===== config.mk =====
export PLATFORM = sky130hd
export DESIGN_NAME = vram_arbiter_flat
export DESIGN_NICKNAME = d
export VERILOG_FILES = /design/src/rtl/vram_arbiter_if.sv /design/src/rtl/vram_arbiter.sv /design/src/flat_wrapper.sv
export SDC_FILE = /design/constraint.sdc
export NUM_CORES = 1
export LEC_CHECK = 0
export ABC_AREA = 1
export BUFFER_PORTS_ARGS = -buffer_cell sky130_fd_sc_hd__buf_4
export CAP_MARGIN = 0
export CORE_MARGIN = 5
export CORE_UTILIZATION = 46
export CTS_CLUSTER_DIAMETER = 80
export DETAILED_ROUTE_END_ITERATION = 16
export PLACE_DENSITY = 0.83
export SLEW_MARGIN = 15
export SYNTH_ARGS = -nofsm -noshare
export SYNTH_HDL_FRONTEND = slang
export SYNTH_SLANG_ARGS = --single-unit

===== constraint.sdc =====
create_clock -name inCLK_50MHZ -period 3.39 [get_ports inCLK_50MHZ]
set_input_delay 0.1695 -clock inCLK_50MHZ [delete_from_list [all_inputs] [get_ports inCLK_50MHZ]]
set_output_delay 0.1695 -clock inCLK_50MHZ [all_outputs]
set_load 0.005 [all_outputs]

===== src/rtl/vram_arbiter_if.sv =====
// Bus bundle between the VRAM arbiter, its two requesters (VGA fetcher,
// CPU load/store unit) and the single-port block RAM.
interface vram_arbiter_if #(
    parameter int ADDR_W = 16,
    parameter int DATA_W = 16
);
    // VGA pixel fetcher (read-only)
    logic              vga_blank;
    logic              vga_req;
    logic [ADDR_W-1:0] vga_addr;
    logic              vga_ack;
    logic              vga_rvalid;
    logic [DATA_W-1:0] vga_rdata;

    // CPU load/store unit
    logic              cpu_req;
    logic              cpu_we;
    logic [ADDR_W-1:0] cpu_addr;
    logic [DATA_W-1:0] cpu_wdata;
    logic              cpu_ack;
    logic              cpu_rvalid;
    logic [DATA_W-1:0] cpu_rdata;

    // Block RAM command/response
    logic [ADDR_W-1:0] mem_addr;
    logic              mem_we;
    logic [DATA_W-1:0] mem_wdata;
    logic [DATA_W-1:0] mem_rdata;

    // Arbiter side
    modport slave (
        input  vga_blank, vga_req, vga_addr,
        output vga_ack, vga_rvalid, vga_rdata,
        input  cpu_req, cpu_we, cpu_addr, cpu_wdata,
        output cpu_ack, cpu_rvalid, cpu_rdata,
        output mem_addr, mem_we, mem_wdata,
        input  mem_rdata
    );

    // Requester / RAM side
    modport master (
        output vga_blank, vga_req, vga_addr,
        input  vga_ack, vga_rvalid, vga_rdata,
        output cpu_req, cpu_we, cpu_addr, cpu_wdata,
        input  cpu_ack, cpu_rvalid, cpu_rdata,
        input  mem_addr, mem_we, mem_wdata,
        output mem_rdata
    );
endinterface


===== src/rtl/vram_arbiter.sv =====
// Shares the single-port video RAM between the VGA fetcher and the CPU.
// One grant per clock, registered RAM command, read data returned to the
// owner exactly two cycles after its ack. A starvation counter forces a
// waiting CPU request through after CPU_MAX_WAIT lost cycles.
module vram_arbiter #(
    parameter int ADDR_W       = 16,
    parameter int DATA_W       = 16,
    parameter int CPU_MAX_WAIT = 4
) (
    input  logic           inCLK_50MHZ,
    input  logic           BTN_NORTH,
    vram_arbiter_if.slave  bus
);

    localparam logic [3:0] STARVE_MAX = 4'(CPU_MAX_WAIT);

    logic              vga_gnt;
    logic              cpu_gnt;
    logic              cpu_first;

    logic [3:0]        starve_q,   starve_d;
    logic [ADDR_W-1:0] mem_addr_q, mem_addr_d;
    logic              mem_we_q,   mem_we_d;
    logic [DATA_W-1:0] mem_wdata_q, mem_wdata_d;
    // Read tags: bit 1 = VGA read, bit 0 = CPU read
    logic [1:0]        tag_p1_q,   tag_p1_d;
    logic [1:0]        tag_p2_q;

    // Grant: CPU wins during blanking or once it has starved long enough;
    // no grants are issued while reset is held.
    always_comb begin
        cpu_first = bus.cpu_req && (bus.vga_blank || (starve_q == STARVE_MAX));
        vga_gnt   = !BTN_NORTH && bus.vga_req && !cpu_first;
        cpu_gnt   = !BTN_NORTH && bus.cpu_req && !vga_gnt;
    end

    assign bus.vga_ack = vga_gnt;
    assign bus.cpu_ack = cpu_gnt;

    // Starvation counter next state: count lost CPU cycles, saturating.
    always_comb begin
        starve_d = starve_q;
        if (!bus.cpu_req || cpu_gnt) begin
            starve_d = 4'd0;
        end else if (starve_q != STARVE_MAX) begin
            starve_d = starve_q + 4'd1;
        end
    end

    // Command next state: load the granted request, hold address/data when idle.
    always_comb begin
        mem_addr_d  = mem_addr_q;
        mem_wdata_d = mem_wdata_q;
        mem_we_d    = 1'b0;
        tag_p1_d    = 2'b00;
        if (vga_gnt) begin
            mem_addr_d = bus.vga_addr;
            tag_p1_d   = 2'b10;
        end else if (cpu_gnt) begin
            mem_addr_d  = bus.cpu_addr;
            mem_wdata_d = bus.cpu_wdata;
            mem_we_d    = bus.cpu_we;
            tag_p1_d    = {1'b0, !bus.cpu_we};
        end
    end

    // State registers; reset drops any read still in flight.
    always_ff @(posedge inCLK_50MHZ or posedge BTN_NORTH) begin
        if (BTN_NORTH) begin
            starve_q    <= 4'd0;
            mem_addr_q  <= '0;
            mem_we_q    <= 1'b0;
            mem_wdata_q <= '0;
            tag_p1_q    <= 2'b00;
            tag_p2_q    <= 2'b00;
        end else begin
            starve_q    <= starve_d;
            mem_addr_q  <= mem_addr_d;
            mem_we_q    <= mem_we_d;
            mem_wdata_q <= mem_wdata_d;
            tag_p1_q    <= tag_p1_d;
            tag_p2_q    <= tag_p1_q;
        end
    end

    assign bus.mem_addr   = mem_addr_q;
    assign bus.mem_we     = mem_we_q;
    assign bus.mem_wdata  = mem_wdata_q;

    assign bus.vga_rvalid = tag_p2_q[1];
    assign bus.cpu_rvalid = tag_p2_q[0];
    assign bus.vga_rdata  = bus.mem_rdata;
    assign bus.cpu_rdata  = bus.mem_rdata;

endmodule


===== src/flat_wrapper.sv =====
// flat-port wrapper written by rule: the top's interface ports become plain ports
module vram_arbiter_flat 
#(
    parameter int ADDR_W       = 16,
    parameter int DATA_W       = 16,
    parameter int CPU_MAX_WAIT = 4
)
  (inCLK_50MHZ, BTN_NORTH, bus_vga_blank, bus_vga_req, bus_vga_addr, bus_vga_ack, bus_vga_rvalid, bus_vga_rdata, bus_cpu_req, bus_cpu_we, bus_cpu_addr, bus_cpu_wdata, bus_cpu_ack, bus_cpu_rvalid, bus_cpu_rdata, bus_mem_addr, bus_mem_we, bus_mem_wdata, bus_mem_rdata);
  vram_arbiter_if #(.ADDR_W(ADDR_W), .DATA_W(DATA_W)) bus_i ();
  input  logic inCLK_50MHZ;
  input  logic BTN_NORTH;
  input wire logic [$bits(bus_i.vga_blank)-1:0] bus_vga_blank;
  input wire logic [$bits(bus_i.vga_req)-1:0] bus_vga_req;
  input wire logic [$bits(bus_i.vga_addr)-1:0] bus_vga_addr;
  output wire logic [$bits(bus_i.vga_ack)-1:0] bus_vga_ack;
  output wire logic [$bits(bus_i.vga_rvalid)-1:0] bus_vga_rvalid;
  output wire logic [$bits(bus_i.vga_rdata)-1:0] bus_vga_rdata;
  input wire logic [$bits(bus_i.cpu_req)-1:0] bus_cpu_req;
  input wire logic [$bits(bus_i.cpu_we)-1:0] bus_cpu_we;
  input wire logic [$bits(bus_i.cpu_addr)-1:0] bus_cpu_addr;
  input wire logic [$bits(bus_i.cpu_wdata)-1:0] bus_cpu_wdata;
  output wire logic [$bits(bus_i.cpu_ack)-1:0] bus_cpu_ack;
  output wire logic [$bits(bus_i.cpu_rvalid)-1:0] bus_cpu_rvalid;
  output wire logic [$bits(bus_i.cpu_rdata)-1:0] bus_cpu_rdata;
  output wire logic [$bits(bus_i.mem_addr)-1:0] bus_mem_addr;
  output wire logic [$bits(bus_i.mem_we)-1:0] bus_mem_we;
  output wire logic [$bits(bus_i.mem_wdata)-1:0] bus_mem_wdata;
  input wire logic [$bits(bus_i.mem_rdata)-1:0] bus_mem_rdata;
  assign bus_i.vga_blank = bus_vga_blank;
  assign bus_i.vga_req = bus_vga_req;
  assign bus_i.vga_addr = bus_vga_addr;
  assign bus_vga_ack = bus_i.vga_ack;
  assign bus_vga_rvalid = bus_i.vga_rvalid;
  assign bus_vga_rdata = bus_i.vga_rdata;
  assign bus_i.cpu_req = bus_cpu_req;
  assign bus_i.cpu_we = bus_cpu_we;
  assign bus_i.cpu_addr = bus_cpu_addr;
  assign bus_i.cpu_wdata = bus_cpu_wdata;
  assign bus_cpu_ack = bus_i.cpu_ack;
  assign bus_cpu_rvalid = bus_i.cpu_rvalid;
  assign bus_cpu_rdata = bus_i.cpu_rdata;
  assign bus_mem_addr = bus_i.mem_addr;
  assign bus_mem_we = bus_i.mem_we;
  assign bus_mem_wdata = bus_i.mem_wdata;
  assign bus_i.mem_rdata = bus_mem_rdata;
  vram_arbiter #(.ADDR_W(ADDR_W), .DATA_W(DATA_W), .CPU_MAX_WAIT(CPU_MAX_WAIT)) u_core (.inCLK_50MHZ(inCLK_50MHZ), .BTN_NORTH(BTN_NORTH), .bus(bus_i));
endmodule

# Word level (Yosys, flattened, before mapping)
# Cells that the tools add are included.
# Widths: inputs -> output; s select.
# totals
register_bits	41
latchBits	0
mem_bits_rw	0
rom_bits	0
inputBits	70
elab_cells	33
mem_count	0
# op_classes
n_addsub	1
mul	0
div	0
n_lt_le_gt_ge	0
n_eq_ne	2
n_shift	0
mux	8
n_bitwise	1
n_reduce_logical	15
# op_table
cell	count
$mux 16	2
$mux 4	2
$logic_and 1x1->1	5
$logic_not 1->1	5
$add 4x1->4 const B	1
$eq 4x3->1 const B	1
$ne 4x3->1 const B	1
$reduce_bool 2->1	2
$mux 1	3
$logic_or 1x1->1	2
$mux 2	1
$reduce_and 2->1	1
$not 1->1	1

# Logic depth before layout (Yosys ltp)
# Gate-level depths: netlist of the first run.
# depth
ltp_word	9
depth_mapped	11

# Least setup slack after synthesis of the first run
# Ideal clock, no wire load.
# synth_path
path_kind	input port to flip-flop
startpoint	in BTN_NORTH
endpoint	reg u_core.mem_wdata_q[10] (netlist: u_core.bus.mem_wdata[10])
setup_time_ns	0.116
arrival_ns	2.011
slack_ns	1.263
stages	8
path_buffers	2
cell_sequence	inv_1 -> nand2_1 -> inv_1 -> nand2_4 -> buf_6 -> buf_6 -> nand2_1 -> nand2_1
# synth_between
elab_chain_cells	6
elab_cells_between_ends	8
# synth_lines
item	line	rtl
from (decl)	flat_wrapper.sv:11	input logic BTN_NORTH;
$logic_not 1->1 (*)	vram_arbiter.sv:33, vram_arbiter.sv:34	
$logic_and 1x1->1 (2 in a row)	vram_arbiter.sv:33	vga_gnt = !BTN_NORTH && bus.vga_req && !cpu_first;
$logic_not 1->1	vram_arbiter.sv:34	cpu_gnt = !BTN_NORTH && bus.cpu_req && !vga_gnt;
$logic_and 1x1->1	vram_arbiter.sv:34	
$reduce_and 2->1 (no line) (*)	--	
to (signal assigned)	vram_arbiter.sv:80	mem_wdata_q <= mem_wdata_d;
to (decl)	vram_arbiter.sv:24	logic [DATA_W-1:0] mem_wdata_q, mem_wdata_d;
# Mark *: on every way between the ends. The rest lies on a longest branch, timed or not.
# A chain may end at the register's enable or synchronous reset.

# Final worst setup path of the first run
# layout_path
startpoint	reg u_core.starve_q[0]
endpoint	out bus_cpu_ack
# layout_between
elab_chain_cells	7
# layout_lines
item	line	rtl
from (decl)	vram_arbiter.sv:21	logic [3:0] starve_q, starve_d;
from (signal assigned)	vram_arbiter.sv:77	starve_q <= starve_d;
$eq 4x3->1	vram_arbiter.sv:32	cpu_first = bus.cpu_req && (bus.vga_blank || (starve_q == STARVE_MAX));
$logic_or 1x1->1	vram_arbiter.sv:32	
$logic_and 1x1->1	vram_arbiter.sv:32	
$logic_not 1->1	vram_arbiter.sv:33	
$logic_and 1x1->1	vram_arbiter.sv:33	
$logic_not 1->1	vram_arbiter.sv:34	
$logic_and 1x1->1	vram_arbiter.sv:34	
to (decl)	flat_wrapper.sv:22	output wire logic [$bits(bus_i.cpu_ack)-1:0] bus_cpu_ack;
# Every way passes these cells.

==> results of run 1 <==
power breakdown:
group	switching, mW	internal [mW]	total, mW
Combinational	0.135	0.157	0.292
Clock	0.158	0.214	0.372
Sequential	0.0407	0.552	0.593
metrics by stage:
step	instances	instance area (um2)
after floorplan	281	2200
after global placement	386	2660
after detailed placement	386	2660
after CTS	393	2770
after global routing	393	2770
final	393	2770
worst max-delay path, stage by stage, from the launching register on:
cell	delay, ns
dfrtp_1	0.44
inv_1	0.08
ha_1	0.17
nand3_2	0.14
nand2_2	0.11
nand2_4	0.13
nand2_4	0.21
nand2_4	0.18
inv_2	0.27
buf_4	0.17
layout make-up:
class / count / area (um2)
clock buffers: 5 / 68.8
clock inverters: 2 / 35.0
fillers: 434 / 1930
inverters: 45 / 169
multi-input cells: 154 / 708
flip-flops and latches: 41 / 1030
well taps: 54 / 67.6
repair buffers: 92 / 691
cells by family after synthesis:
family / Yosys count / synth area share [%]
buffers and inverters: 86 / 21.3
AOI/OAI and AO/OA: 2 / 0.511
adders and majority gates: 2 / 1.13
xor gates and xnor gates: 2 / 0.795
and+or+nand+nor: 148 / 29.7
DFF: 41 / 46.5
path summary, 6_finish.rpt:
kind,end,slack (ns),cells after the start
hold / removal,u_core.bus.mem_addr[5],0.03,3
hold reg to reg,u_core.tag_p2_q[1],0.35,0
max in group asynchronous,u_core.bus.mem_wdata[14],2.99,3
setup reg to reg,u_core.bus.mem_wdata[14],1.40,10
setup / recovery,bus_cpu_ack,1.00,9
min in group inCLK_50MHZ,u_core.tag_p1_q[0],0.04,2
metal layers:
metal,wire [um],global-route usage [%],share of wire (%),up-vias
li1,-,-,-,936
met1,2100,21.0,40,901
met2,2630,29.0,50,90
met3,508,5.44,9.6,7
met4,58,5.15,1.1,0
met5,0,0,0,-
flip-flops by register name, summed over array words and instances (netlist names):
| name | flops |
|---|---|
| u_core.bus.mem_addr | 16 |
| u_core.bus.mem_wdata | 16 |
| u_core.bus.mem_we | 1 |
| u_core.starve_q | 4 |
| u_core.tag_p1_q | 2 |
| u_core.tag_p2_q | 2 |
cell usage in the layout (no fill, tap or decap):
cell and count:
nand2_2 1, nand3_2 1, nand2_4 3, buf_4 92, xor2_1 2, a31oi_1 1, nor2_1 6, inv_1 42
clkbuf_8 5, ha_1 2, clkinv_2 1, bufinv_16 1, nor2_2 1, o21ai_0 1, nand4_1 1, dfrtp_1 41
inv_2 2, clkinv_1 1, nand2_1 85, nand3_1 50
==> summary.txt, run 1 <==
STA
  • Least-Margin Pin Slew: 0.591 ns
  • Worst rel slew slack: 60.5%
  • Setup_tns: 0 ns
  • Final min period: 2.39 ns
  • Hold Vio Cnt, Final: 0
  • Final Slew Violations: 0
  • Max Clk Rate: about 420 MHz
  • Crit share post-route: 70.4%
  • Worst Slack Setup Final: between 1 and 1.5 ns
  • RSZ-0062 raised after global routing: false
  • Fin Hold WS: 0.0279 ns
  • Final setup vio count: 0
  • Clk_skew: just over 0.009 ns

Yosys
  • Synth top area cells: dfrtp_1 47%, nand2_1 14%, nand3_1 11%
  • Seq/Total Area, Yosys: 46.5%
  • Top-count cell post-synth: nand2_1
  • Post-synthesis cell area: between 2000 and 2500 um2
  • Async set or reset register ratio after synthesis: 100%
  • Synth Net Count: between 300 and 400
  • Distinct cells, synth: 19
  • Top post-synthesis cells by count: 85 x nand2_1, 50 x nand3_1, 43 x inv_1, 41 x dfrtp_1, 33 x buf_4
  • Largest area contributor in the netlist: dfrtp_1
  • Avg Inst Size Synth: 7.85 um2
  • Synth top area share: between 40 and 50%
  • FF+latch count, synth: 41
  • Post-synth EDFFs: 0
  • Mapped Cells: about 280
  • Synth Flop Type: dfrtp_1
  • Ys Warns: 0

CTS
  • Post-cts sizing count: 0
  • CTS tree: done
  • Clock latency on the worst-skew pair: about 0.28 ns
  • Htree depth: 2
  • Clk sinks: 41
  • Clk slew on worst S/H paths: roughly 0.08 ns
  • Clk Tree Root Cell: clkbuf_8
  • Postcts setup bufs: 0
  • CTS buffer count: 5
  • Hold bufs inserted after CTS: 0
  • CTS max path bufs: 2

Hold path
  • HP Class: in2async

Setup path
  • Worst Setup End Kind: output port
  • Critical Path Source Type: flop
  • Kind of critical path: reg2out
  • Arr. time, crit path: ~2.2 ns
  • Worst r2r src: u_core.starve_q[0]
  • Crit. Startpoint: u_core.starve_q[0]
  • Largest fanout on the critical path: 20
  • WP data required: 3.22 ns

GRT
  • Largest net degree at the start of global routing: 42
  • Gr ovfl total: 0
  • Overall Global Routing Usage: between 10% and 20%
  • First-pass GRT wire length: between 8000 and 9000 um
  • Vias in the first global route: ~1,900
  • Antenna violations before repair: 0

Floorplanning
  • Die W: around 79 um
  • Die area: 6280 um2
  • # IOs: ~140
  • FP Rows: 25
  • Die extent in y: just under 80 um
  • Initial core utilization: around 47%
  • Core ar.: between 4000 and 5000 um2

Placed design
  • Dpl hpwl: ~4100 um
  • Gpl congestion: between 0.8 and 0.9
  • DP Worst Slack: roughly 1.3 ns
  • Port bufs: 90

Pwr
  • Static leakage: 1.67 nW
  • Worst vdd ir: roughly 220 uV
  • Overall Power: around 1.3 mW
  • PD cells: between 400 and 500 nW/um2

Routing
  • Via count of the routed design: between 1,500 and 2,000
  • DRC viols: 0
  • Routed WL per cell: about 13 um
  • Iter 0 DRT Violations: 94
  • Final WL: roughly 5300 um
  • Routed Antenna Nets: 0
  • Drt pass-1 iters: 4
  • Vias/cell: about 5

Final layout
  • Nets: roughly 410
  • Final core utilization: roughly 59%
  • Synth-to-Final Area Change: 25.4%
  • Antenna diode count: 0
  • Proportion of layout cells with a drive suffix above 1: about a third

Job
  • Max-cap violations: 0

Outcome
  • Status: complete, no violations
Power figures use the tool's default switching activity.
==> run 2, diff against run 1 <==
- ABC_AREA: 1 -> 0
- CORE_UTILIZATION: 46 -> 37
- PLACE_DENSITY: 0.83 -> 0.74
- clock period: 3.39 -> 2.1 ns (I/O delays scaled with it)
==> run 2 against run 1 <==
Net effect: register-to-register slack got worse by 1.2 ns; largest cell class unchanged; via count fell by 30%; die area rose by 8.7%; design area fell by 5.0%.
==> summary.txt, run 2 <==
Outcome
  • Status: complete, no violations

Yosys
  • Async set or reset register ratio after synthesis: between 90% and 100%
  • Mapped Cells: roughly 150
  • Synth top area cells: dfrtp_1 53%, buf_4 13%, mux2_2 9.2%
  • Synth Area in Compound Gates: around 10%
  • Avg Inst Size Synth: 12.7 um2
  • Post-synth EDFFs: 0
  • Ys Warns: 0
  • Post-synthesis adder-cell area fraction: 1.28%
  • Largest family of logic cells by synthesized area: buffers and inverters
  • Synth Net Count: roughly 230
  • Top-count cell post-synth: dfrtp_1
  • Mux share of post-synthesis cell area: between 10% and 20%
  • Synth Area in Simple Gates: under 10%
  • FF+latch count, synth: between 40 and 50
  • Post-synthesis cell area: 1950 um2
  • Synth top area share: a little over half
  • Seq/Total Area, Yosys: roughly 53%
  • Synth Flop Type: dfrtp_1
  • Largest area contributor in the netlist: dfrtp_1
  • Top post-synthesis cells by count: 41 x dfrtp_1, 33 x buf_4, 17 x and2_1, 16 x a221o_1, 16 x mux2_2
  • Distinct cells, synth: 24
  • Xor and xnor area share after synthesis: less than 1%

Setup path
  • Crit. Startpoint: u_core.starve_q[0]
  • Worst r2r src: u_core.starve_q[0]
  • Slowest cell on crit path: dfrtp_1
  • Critical Path Source Type: flop
  • WP data required: 2.00 ns
  • Kind of critical path: reg2out
  • Largest fanout on the critical path: 20
  • CP Depth: 6
  • CP Buf/Inv Count: 3
  • CP delay by family, top: buffers and inverters
  • CP dominant cell by count: buf_4
  • Worst Setup End Kind: output port
  • Cells on worst reg2reg path: 6
  • Critical path, cell by cell: inv_1, ha_1, nand3b_4, a211oi_4, buf_4, buf_4
  • Worst path max stage delay: 0.42 ns
  • Arr. time, crit path: 1.85 ns

GRT
  • Busiest layer in global routing: met2
  • Antenna violations before repair: 0
  • Overall Global Routing Usage: about 13%
  • Vias in the first global route: 1,369
  • Met2 GRT Util: approximately a fifth
  • First-pass GRT wire length: approximately 6500 um
  • Gr ovfl total: 0
  • Met3 global-route usage: under 10%
  • Largest net degree at the start of global routing: 42
  • Met1 GRT Util: between 15 and 20%

Floorplanning
  • # IOs: 139
  • Die area: roughly 7000 um2
  • FP Rows: 26
  • Initial core utilization: between 30% and 40%
  • Die W: 82.6 um
  • Core ar.: just over 5000 um2
  • Die extent in y: approximately 83 um

CTS
  • CTS tree: done
  • Clk Tree Root Cell: clkbuf_8
  • Hold bufs inserted after CTS: 2
  • CTS buffer count: 5
  • Clk slew on worst S/H paths: roughly 0.08 ns
  • Postcts setup bufs: 0
  • Clk sinks: 41
  • Htree depth: 2
  • CTS max path bufs: 2
  • Clock latency on the worst-skew pair: approximately 0.29 ns
  • Post-cts sizing count: 0

Placed design
  • Dpl hpwl: around 3200 um
  • Gpl congestion: around 0.7
  • Port bufs: 90
  • DP Worst Slack: around 0.23 ns

STA
  • Crit share post-route: 93.1%
  • Setup_tns: 0 ns
  • Worst rel slew slack: 29.7%
  • RSZ-0062 raised after global routing: false
  • Final Slew Violations: 0
  • Least-Margin Pin Slew: about 1.1 ns
  • Worst Slack Setup Final: 0.145 ns
  • Hold Vio Cnt, Final: 0
  • Clk_skew: between 0.007 and 0.008 ns
  • Final min period: between 1.5 and 2 ns
  • Final setup vio count: 0
  • Max Clk Rate: roughly 510 MHz

Routing
  • Routed WL per cell: 14.9 um
  • Iter 0 DRT Violations: 38
  • Vias/cell: between 4 and 5
  • DRC viols: 0
  • Drt pass-1 iters: 3
  • Via count of the routed design: 1,357
  • Final WL: 4320 um
  • Routed Antenna Nets: 0

Hold path
  • Hold Crit Start: bus_vga_addr[10]
  • Hold Path Depth: 2
  • HP Class: in2reg

Final layout
  • Commonest cells after routing, fill and taps aside: 95 x buf_4, 41 x dfrtp_1, 17 x and2_1, 16 x mux2_2, 16 x a221o_1
  • Synth-to-Final Area Change: 34.6%
  • Commonest non-fill, non-tap cell in the layout: buf_4
  • Proportion of layout cells with a drive suffix above 1: 55.0%
  • Antenna diode count: 0
  • Nets: 291

Pwr
  • Static leakage: 1.29 nW
  • PD cells: 823 nW/um2
  • Worst vdd ir: 315 uV

Job
  • Max-cap violations: 0
-- run 2: cell types whose count changed in the layout (fill, tap and decap cells not counted), moves of 3 or more --
cell,delta
a221o_1,+16
and2_1,+17
buf_4,+3
inv_1,-39
mux2_2,+16
nand2_1,-84
nand2_4,-3
nand3_1,-49
nor2_1,-5
nor3_1,+3
-- run 2: cell type report --
class / count / area, um2
Inverter: 4 / 15.0
Timing Repair Buffer: 97 / 733
Clock inverter: 3 / 68.8
Multi-Input combinational cell: 70 / 627
Sequential cell: 41 / 1030
Fill cell: 471 / 2480
Tap cell: 70 / 87.6
Clock buffer: 5 / 68.8
-- run 2: through the flow --
step | std cells | power (mW) | utilization, % | cell area [um2] | hold slack (ns)
6_report | 290 | 2.16 | 51.4 | 2630 | 0.0356
4_1_cts | 290 | 2.20 | 51.4 | 2630 | 0.0218
5_1_grt | 290 | 2.29 | 51.4 | 2630 | 0.0186
2_1_floorplan | 153 | 1.19 | - | 1950 | 0.171
3_5_place_dp | 280 | 1.43 | 48.3 | 2470 | 0.210
3_3_place_gp | 280 | 1.42 | 48.3 | 2470 | 0.210
-- run 2: path summary, 6_finish.rpt --
check | slack (ns) | endpoint
min in group asynchronous | 0.53 | u_core.bus.mem_addr[4]
hold / removal | 0.04 | u_core.bus.mem_addr[10]
setup reg to reg | 0.23 | u_core.bus.mem_wdata[3]
max in group asynchronous | 1.22 | u_core.bus.mem_wdata[7]
setup / recovery | 0.15 | bus_cpu_ack
hold reg to reg | 0.35 | u_core.tag_p2_q[0]
-- run 2: logic make-up after synthesis --
logic type / count (synthesis)
simple gates: 28
fa+ha+maj: 2
flops: 41
mux: 18
xor+xnor: 2
buf+inv: 42
compound gates: 20
-- run 2: power breakdown --
| part | switching (mW) | total [mW] | internal (mW) |
|---|---|---|---|
| Combinational | 0.156 | 0.454 | 0.298 |
| Sequential | 0.0542 | 0.951 | 0.897 |
| Clock | 0.279 | 0.757 | 0.478 |
-- run 2: per-layer routing --
layer	part of all wire (%)	vias up
li1	-	634
met3	12	6
met2	46	67
met5	0	-
met4	1.2	0
met1	41	650
==> run 3, diff against run 2 <==
- CORE_UTILIZATION: 37 -> 41
- PLACE_DENSITY: 0.74 -> 0.77
- clock period: 2.1 -> 2 ns (I/O delays scaled with it)
==> run 3 against run 2 <==
Net effect: power shrank 8.1%; final cell count down 6.2%; sequential cell count unchanged; sequential share of layout area increased by 0.97 points; die area decreased by 8.6%; hold slack improved by 0.0043 ns; clock-buffer cell count up 1; sequential power increased by 5%; critical endpoint is now bus_vga_ack; largest power group unchanged; via count is 1.8% lower.
==> summary.txt, run 3 (synthesis results as in run 2) <==
Outcome
  • Status: complete, no violations

CTS
  • CTS buffer count: 5
  • Clock latency on the worst-skew pair: between 0.2 and 0.3 ns
  • CTS tree: done
  • CTS max path bufs: 2
  • Clk Tree Root Cell: clkbuf_8
  • Htree depth: 2
  • Clk slew on worst S/H paths: about 0.070 ns
  • Postcts setup bufs: 0
  • Clk sinks: between 40 and 50

STA
  • Hold Vio Cnt, Final: 0
  • Final Slew Violations: 0
  • Clk_skew: 0.00128 ns
  • Max Clk Rate: roughly 530 MHz
  • Setup_tns: 0 ns
  • Final min period: 1.89 ns
  • Final setup vio count: 0
  • Least-Margin Pin Slew: just under 1 ns
  • Crit share post-route: 94.5%
  • Worst rel slew slack: around a third
  • RSZ-0062 raised after global routing: false

Routing
  • Iter 0 DRT Violations: 44
  • DRC viols: 0
  • Met3 wire length: just over 400 um
  • Met2 wire len: around 2100 um
  • Top Metal Used: met4
  • Vias/cell: a little under 5
  • Drt pass-1 iters: 4
  • Routed WL per cell: approximately 15 um
  • Met1 WL: 1640 um
  • Routed Antenna Nets: 0
  • Final WL: between 4000 and 5000 um
  • Via count of the routed design: 1,333

GRT
  • Overall Global Routing Usage: a little over an eighth
  • First-pass GRT wire length: roughly 6500 um
  • Antenna violations before repair: 0
  • Vias in the first global route: 1,402
  • Largest net degree at the start of global routing: 42
  • Gr ovfl total: 0

Placed design
  • Dpl hpwl: approximately 3100 um
  • Post-placement cell area: roughly 2500 um2
  • Gpl congestion: roughly 0.74
  • Port bufs: 90
  • # placed instances: between 200 and 300

Pwr
  • Overall Power: 1.99 mW
  • PD cells: between 700 and 800 nW/um2
  • Static leakage: roughly 1.3 nW
  • Worst vdd ir: approximately 330 uV

Floorplanning
  • # IOs: approximately 140
  • Die extent in y: a little under 80 um
  • Initial core utilization: approximately two fifths
  • Die area: slightly above 6000 um2
  • FP Rows: 25
  • Core ar.: ~4700 um2
  • Die W: 79.0 um

Setup path
  • Worst Setup End Kind: output port
  • Largest fanout on the critical path: 18
  • Arr. time, crit path: about 1.8 ns
  • WP data required: 1.90 ns
  • Kind of critical path: reg2out
  • Critical Path Source Type: flop

Final layout
  • Fill count: 397
  • Commonest non-fill, non-tap cell in the layout: buf_4
  • Commonest cells after routing, fill and taps aside: 91 x buf_4, 41 x dfrtp_1, 17 x and2_1, 16 x mux2_2, 16 x a221o_1
  • Cell Count, Final, Fillers Out: about 270
  • Synth-to-Final Area Change: 31.4%
  • Proportion of layout cells with a drive suffix above 1: 54.6%
  • Nets: ~290
  • Final Instance Area: roughly 2600 um2
  • Antenna diode count: 0

Hold path
  • HP Class: in2reg

Job
  • Max-cap violations: 0
## run 3: worst paths after layout
check | from | endpoint | slack [ns] | cells after the start
min in group asynchronous | BTN_NORTH | u_core.bus.mem_addr[13] | 0.53 | 4
setup / recovery | u_core.starve_q[0] | bus_vga_ack | 0.11 | 5
hold / removal | bus_vga_addr[10] | u_core.bus.mem_addr[10] | 0.04 | 2
max in group asynchronous | BTN_NORTH | u_core.tag_p2_q[1] | 1.12 | 4
hold reg to reg | u_core.tag_p1_q[1] | u_core.tag_p2_q[1] | 0.35 | 0
setup reg to reg | u_core.starve_q[0] | u_core.bus.mem_wdata[15] | 0.15 | 6
## run 3: metal layers
metal	GRT usage (%)	vias up
met5	0	-
met4	4.12	0
met3	5.22	7
met2	22.5	64
met1	15.7	629
li1	-	633
## run 3: cell type report
type                    count  area (um2)  area share, %
well taps                  54        67.6           2.64
inverters                   4        15.0          0.586
repair buffers             95         743           29.0
flip-flops and latches     41        1030           40.0
multi-input cells          70         628           24.5
clock buffers               6        72.6           2.83
clock inverters             2        10.0          0.391
## run 3: critical path, cell delays in order (launching register included)
cell and delay (ns):
dfrtp_1 0.41, inv_1 0.06, ha_1 0.25, nand4b_1 0.12, and4_2 0.48, buf_4 0.18
## run 3: timing repair
item	CTS	global route
endpoints found under the setup margin	1	0
hold buffers	2	0
hold endpoints to repair	22	0
resized for setup	1	0
## run 3: where the power goes
part	switching (mW)	total (mW)	internal (mW)
logic	0.164	0.480	0.316
clock network	0.265	0.507	0.242
registers	0.0578	1.00	0.942
## run 3: through the flow
step	setup WS [ns]	util, %	hold slack [ns]
final	0.111	55.0	0.0399
after global routing	0.0146	55.0	0.0268
after CTS	0.0559	55.0	0.0272
after detailed placement	0.144	52.8	0.200
after global placement	0.201	52.8	0.200
after floorplan	0.0340	-	0.166
